`src/rtl/bus_mst_pkg.sv`:
```
// bus_mst_pkg: FSM state encoding and bus command constants for bus_master_engine
package bus_mst_pkg;

    typedef enum logic [2:0] {
        ST_IDLE,
        ST_FETCH,
        ST_REQ,
        ST_GAP,
        ST_DONE
    } mst_state_t;

    localparam logic CMD_WR = 1'b0;
    localparam logic CMD_RD = 1'b1;

endpackage

```
`src/rtl/mst_beat_timer.sv`:
```
// mst_beat_timer: loadable down-counter shared by the inter-beat gap and the ack timeout
module mst_beat_timer #(
    parameter int W = 6
) (
    input  logic         iClk,
    input  logic         iRst_n,
    input  logic         load,
    input  logic         en,
    input  logic [W-1:0] load_val,
    output logic         zero
);

    logic [W-1:0] cnt;

    // load has priority; counting stops at zero
    always_ff @(posedge iClk) begin
        if (!iRst_n)
            cnt <= '0;
        else if (load)
            cnt <= load_val;
        else if (en && cnt != '0)
            cnt <= cnt - W'(1);
    end

    assign zero = cnt == '0;

endmodule

```
`src/rtl/bus_master_engine.sv`:
```
// bus_master_engine: descriptor-driven bus master; define MST_TIMEOUT_EN to enable the ack timeout
module bus_master_engine
    import bus_mst_pkg::*;
#(
    parameter int AW     = 12,
    parameter int DW     = 32,
    parameter int SW     = DW / 8,
    parameter int LEN_W  = 8,
    parameter int GAP_W  = 4,
    parameter int TO_CYC = 64
) (
    input  logic             iClk,
    input  logic             iRst_n,
    input  logic             iDescValid,
    output logic             oDescReady,
    input  logic             iDescCmd,
    input  logic [AW-1:0]    iDescAddr,
    input  logic [SW-1:0]    iDescSel,
    input  logic [LEN_W-1:0] iDescLen,
    input  logic [GAP_W-1:0] iDescGap,
    input  logic             iWrValid,
    output logic             oWrReady,
    input  logic [DW-1:0]    iWrData,
    output logic             oRdValid,
    output logic [DW-1:0]    oRdData,
    output logic             oMstReq,
    output logic             oMstCmd,
    output logic [AW-1:0]    oMstAddr,
    output logic [SW-1:0]    oMstSel,
    output logic [DW-1:0]    oMstWData,
    input  logic             iMstAck,
    input  logic [DW-1:0]    iMstRData,
    output logic             oBusy,
    output logic             oDone,
    output logic             oErr
);

    localparam int TO_W = (TO_CYC > 2) ? $clog2(TO_CYC) : 1;
    localparam int TW   = (GAP_W > TO_W) ? GAP_W : TO_W;

    mst_state_t       state;
    logic [LEN_W-1:0] rem;
    logic [GAP_W-1:0] gap_q;
    logic             accept, ack, last, tmo, t_load, t_en, t_zero;
    logic [TW-1:0]    t_val;

    // handshake decode and timer control; the timer holds gap-1 in GAP and TO_CYC-1 on REQ entry
    always_comb begin
        accept = (state == ST_IDLE) && iDescValid && oDescReady;
        ack    = (state == ST_REQ) && oMstReq && iMstAck;
        last   = rem == LEN_W'(1);
`ifdef MST_TIMEOUT_EN
        tmo    = (state == ST_REQ) && !ack && t_zero;
        t_load = ack || (state inside {ST_IDLE, ST_FETCH, ST_DONE}) || (state == ST_GAP && t_zero);
        t_val  = (ack && gap_q != '0) ? TW'(gap_q - GAP_W'(1)) : TW'(TO_CYC - 1);
        t_en   = (state == ST_GAP) || (state == ST_REQ);
`else
        tmo    = 1'b0;
        t_load = ack;
        t_val  = TW'(gap_q - GAP_W'(1));
        t_en   = state == ST_GAP;
`endif
    end

    mst_beat_timer #(.W(TW)) u_timer (
        .iClk     (iClk),
        .iRst_n   (iRst_n),
        .load     (t_load),
        .en       (t_en),
        .load_val (t_val),
        .zero     (t_zero)
    );

    // descriptor sequencer with registered bus and handshake outputs
    always_ff @(posedge iClk) begin
        if (!iRst_n) begin
            state      <= ST_IDLE;
            rem        <= '0;
            gap_q      <= '0;
            oDescReady <= 1'b0;
            oWrReady   <= 1'b0;
            oRdValid   <= 1'b0;
            oRdData    <= '0;
            oMstReq    <= 1'b0;
            oMstCmd    <= 1'b0;
            oMstAddr   <= '0;
            oMstSel    <= '0;
            oMstWData  <= '0;
            oBusy      <= 1'b0;
            oDone      <= 1'b0;
            oErr       <= 1'b0;
        end else begin
            oRdValid <= 1'b0;
            oDone    <= 1'b0;
            case (state)
                ST_IDLE: begin
                    oDescReady <= !accept;
                    if (accept) begin
                        oBusy <= 1'b1;
                        oErr  <= 1'b0;
                        rem   <= iDescLen;
                        gap_q <= iDescGap;
                        if (iDescLen == '0) begin
                            oDone <= 1'b1;
                            state <= ST_DONE;
                        end else begin
                            oMstCmd  <= iDescCmd;
                            oMstAddr <= iDescAddr;
                            oMstSel  <= iDescSel;
                            if (iDescCmd == CMD_RD) begin
                                oMstReq <= 1'b1;
                                state   <= ST_REQ;
                            end else begin
                                oWrReady <= 1'b1;
                                state    <= ST_FETCH;
                            end
                        end
                    end
                end
                ST_FETCH: begin
                    if (iWrValid) begin
                        oWrReady  <= 1'b0;
                        oMstWData <= iWrData;
                        oMstReq   <= 1'b1;
                        state     <= ST_REQ;
                    end
                end
                ST_REQ: begin
                    if (tmo) begin
                        oMstReq <= 1'b0;
                        oErr    <= 1'b1;
                        oDone   <= 1'b1;
                        state   <= ST_DONE;
                    end else if (ack) begin
                        rem <= rem - LEN_W'(1);
                        if (oMstCmd == CMD_RD) begin
                            oRdValid <= 1'b1;
                            oRdData  <= iMstRData;
                        end
                        if (last) begin
                            oMstReq <= 1'b0;
                            oDone   <= 1'b1;
                            state   <= ST_DONE;
                        end else begin
                            oMstAddr <= oMstAddr + AW'(SW);
                            if (gap_q != '0) begin
                                oMstReq <= 1'b0;
                                state   <= ST_GAP;
                            end else if (oMstCmd == CMD_WR) begin
                                oMstReq  <= 1'b0;
                                oWrReady <= 1'b1;
                                state    <= ST_FETCH;
                            end
                        end
                    end
                end
                ST_GAP: begin
                    if (t_zero) begin
                        if (oMstCmd == CMD_RD) begin
                            oMstReq <= 1'b1;
                            state   <= ST_REQ;
                        end else begin
                            oWrReady <= 1'b1;
                            state    <= ST_FETCH;
                        end
                    end
                end
                ST_DONE: begin
                    oMstCmd    <= 1'b0;
                    oMstAddr   <= '0;
                    oMstSel    <= '0;
                    oMstWData  <= '0;
                    oBusy      <= 1'b0;
                    oDescReady <= 1'b1;
                    state      <= ST_IDLE;
                end
                default: state <= ST_IDLE;
            endcase
        end
    end

endmodule

```
`config.mk`:
```
export PLATFORM = sky130hd
export DESIGN_NAME = bus_master_engine
export DESIGN_NICKNAME = d
export VERILOG_FILES = /design/src/rtl/bus_mst_pkg.sv /design/src/rtl/mst_beat_timer.sv /design/src/rtl/bus_master_engine.sv
export SDC_FILE = /design/constraint.sdc
export NUM_CORES = 1
export LEC_CHECK = 0
export CAP_MARGIN = 5
export CELL_PAD_IN_SITES_DETAIL_PLACEMENT = 0
export CELL_PAD_IN_SITES_GLOBAL_PLACEMENT = 1
export CORE_ASPECT_RATIO = 0.75
export CORE_MARGIN = 3
export CORE_UTILIZATION = 31
export DETAILED_ROUTE_END_ITERATION = 8
export PLACE_DENSITY = 0.77
export SYNTH_ARGS = -nofsm -noshare
export SYNTH_HDL_FRONTEND = slang
export SYNTH_SLANG_ARGS = --single-unit
```
`constraint.sdc`:
```
create_clock -name iClk -period 2.5 [get_ports iClk]
set_clock_uncertainty 0.05 [all_clocks]
set_input_delay 0.5 -clock iClk [delete_from_list [all_inputs] [get_ports iClk]]
set_output_delay 0.5 -clock iClk [all_outputs]
set_load 0.02 [all_outputs]
```
==> results.cfg <==
[outcome]
status = finished clean

[synthesis]
yosysTopAreaCell = dfxtp_1
netlist_instances = 588
synth_flop_cell = dfxtp_1
ys_top_cells_by_area = dfxtp_1, nand2_1, a21oi_1, nor2_1, mux2i_1
yosys_register_bits = 108
synth_top_cell_area_share_pct = 45.8
yosys_warnings = 0
synthesis.area_um2 = 4730
ys_seq_area_share_pct = 45.8
postSynthAreaPerCell_um2 = 8.04
ys_types = 61
synth_nets = 693
async_flop_share_pct = 0
synth_edf_count = 0

[power_and_ir_drop]
p_leak_nw = 2.45
vdd.ir_drop.worst_uv = 420
powerDensity_nw_per_um2 = 702

[sta]
worst_pin_slew_ps = 576
drv_slew = 0
setup_viol = 0
fin_crit_sh_pct = 87.1
rsz0062_at_grt = no
fin_crit_ps = 2180
fmax_ghz = 0.459
slew_headroom_pct = 61.5
fin_ws_ps = 322
hold_viol_final = 0

[floorplan]
start_util_pct = 32.2
die_h_um = 113
core_um2 = 14700
die_x_um = 149
die_area_um2 = 16800
pin_count = 186
num_rows = 38

[setup_path]
cp-end-kind = register
crit_buf_inv = 2
setup.worst_path.start_class = input port
crit_fanout = 20
crit_chain = clkdlybuf4s50_1 > or4_1 > nor3_2 > nor4bb_2 > buf_12 > o21ai_0 > a21oi_1
required_ps = 2680
cpLargestDelayFamily = simple AND/OR/NAND/NOR gates
cpPeakStageDelay_ps = 640
worstSetupPathType = input port to register
critPathSlowestCell = or4_1
crit_arrival_ps = 2360

[layout]
synthToLayoutAreaGrowth_pct = 51.6
nNetsFinal = 874
n_antenna_cell = 0
design_area_um2 = 7160
drive_gt1_share_pct = 7.88

[clocking]
cts_made_buffers = 9
clkSinkCount = 108
clk_pin_slew_ps = 80
post_cts_resized = 0
post_cts_buffers = 0
htreeDepth = 3
cts.root.buffer_cell = clkbuf_16
cts_hold_buf = 0
tritoncts = yes
ctsLongestPathBuffers = 2
clock_latency_ps = 340

[grt]
grt_pass1_vias = 4563
grt_antenna_before_repair = 0
grt_max_degree = 43
grt_pass1_wl_um = 23200
grt_use_met3_pct = 4.84
use_met2_pct = 25.6
gr-usage-met1_pct = 23.6
grt_busiest_layer = met2
overflow = 0
grt_usage_pct = 16.8

[run]
cap_viol_max_count = 0

[detailed_routing]
wl_um = 14300
vias = 4651
viasPerCell = 4.78
drc = 0
drt_pass1_iterations = 5
antenna_left = 0
post_drt_wl_per_cell_um = 14.6
first_iter_violations = 236

[placed_design]
gp_congestion = 0.888
dp_slack_ps = -20.5
io_buffers = 184
postPlaceCellArea_um2 = 6840
hpwl_um = 10600

[hold_path]
hold_path.class = register to register
## where the power goes
part	total [mW]	switching (mW)	internal, mW
combinational	1.49	0.771	0.719
clock	1.50	0.652	0.847
sequential	2.04	0.161	1.88
total	5.03	1.58	3.44
## synthesized netlist by cell type (8+ instances only)
library cell	instances
a21oi_1	88
buf_2	8
clkbuf_1	22
dfxtp_1	108
inv_1	10
mux2i_1	11
nand2_1	160
nand3_1	16
nor2_1	33
o21ai_0	16
xor2_1	9
## area by class of cell
type / instances / area, µm²
clock inverter: 5 / 67.6
fill: 1407 / 7530
sequential: 108 / 2160
inverter: 11 / 41.3
multi-input combinational: 431 / 2360
clock buffer: 11 / 253
timing repair buffer: 208 / 2030
tap: 200 / 250
## per-stage QoR
step	hold WS [ps]	setup TNS, ps	utilization, %	total power, mW	std cells
4_1_cts	408	0	48.8	5.09	974
5_1_grt	423	0	48.8	5.33	974
6_report	405	0	48.8	5.03	974
3_3_place_gp	392	0	46.6	3.54	958
3_5_place_dp	398	-73.3	46.6	3.56	958
2_1_floorplan	408	0	-	2.91	588
## per-layer routing
metal | wire length, µm | vias to the layer above
li1 | - | 2364
met2 | 6220 | 153
met4 | 117 | 0
met1 | 6900 | 2127
met5 | 0 | -
met3 | 1020 | 7
## sequential cells by signal (all words and copies together), names as in the netlist
name,count
oRdValid,1
state,3
oDescReady,1
oMstReq,1
u_timer.cnt,6
oMstCmd,1
gap_q,4
rem,8
oMstWData,32
oMstSel,4
oBusy,1
oWrReady,1
oRdData,32
oMstAddr,12
oDone,1
## placed cells by master, fill, tap and decap left out, types with 4 or more instances in the layout
cell / Yosys / routed
a21oi_1: 88 / 88
or3_1: 5 / 5
nand2_1: 160 / 160
ha_1: 7 / 7
a211oi_1: 5 / 5
inv_1: 10 / 10
buf_4: 2 / 23
nand3_1: 16 / 16
mux2i_1: 11 / 11
xnor2_1: 6 / 6
dfxtp_1: 108 / 108
a21o_1: 4 / 4
nor2_1: 33 / 33
xor2_1: 9 / 9
nor4_1: 5 / 4
clkdlybuf4s50_1: 0 / 184
clkbuf_16: 0 / 9
nor3_1: 6 / 6
o21ai_0: 16 / 16
a22oi_1: 7 / 7
## cell families after synthesis
| kind of cell | count (synthesis) | synth area share (%) |
|---|---|---|
| adder cells (fa/ha/maj) | 7 | 1.85 |
| AND/OR/NAND/NOR | 257 | 24.8 |
| XOR/XNOR | 15 | 2.78 |
| flip-flops | 108 | 45.8 |
| other | 1 | 0.0794 |
| buffers and inverters | 49 | 4.77 |
| multiplexers | 11 | 2.33 |
| AO/OA/AOI/OAI | 140 | 17.7 |
## worst min-delay path: stages (launching register included)
cell and delay (ps):
dfxtp_1 310, nand2_1 50, a21oi_1 50
## final timing paths
kind,start,endpoint,slack [ps],depth (start not counted)
worst max-delay path,iDescLen[4],oMstAddr[11]$_SDFFE_PN0P_,320,7
worst min-delay path,oRdData[1]$_SDFFE_PN0P_,oRdData[1]$_SDFFE_PN0P_,410,2
worst max register to register,state[0]$_SDFFE_PN0P_,oMstSel[2]$_SDFFE_PN0P_,360,6
worst min register to register,oRdData[1]$_SDFFE_PN0P_,oRdData[1]$_SDFFE_PN0P_,410,2
Power figures use the tool's default switching activity.
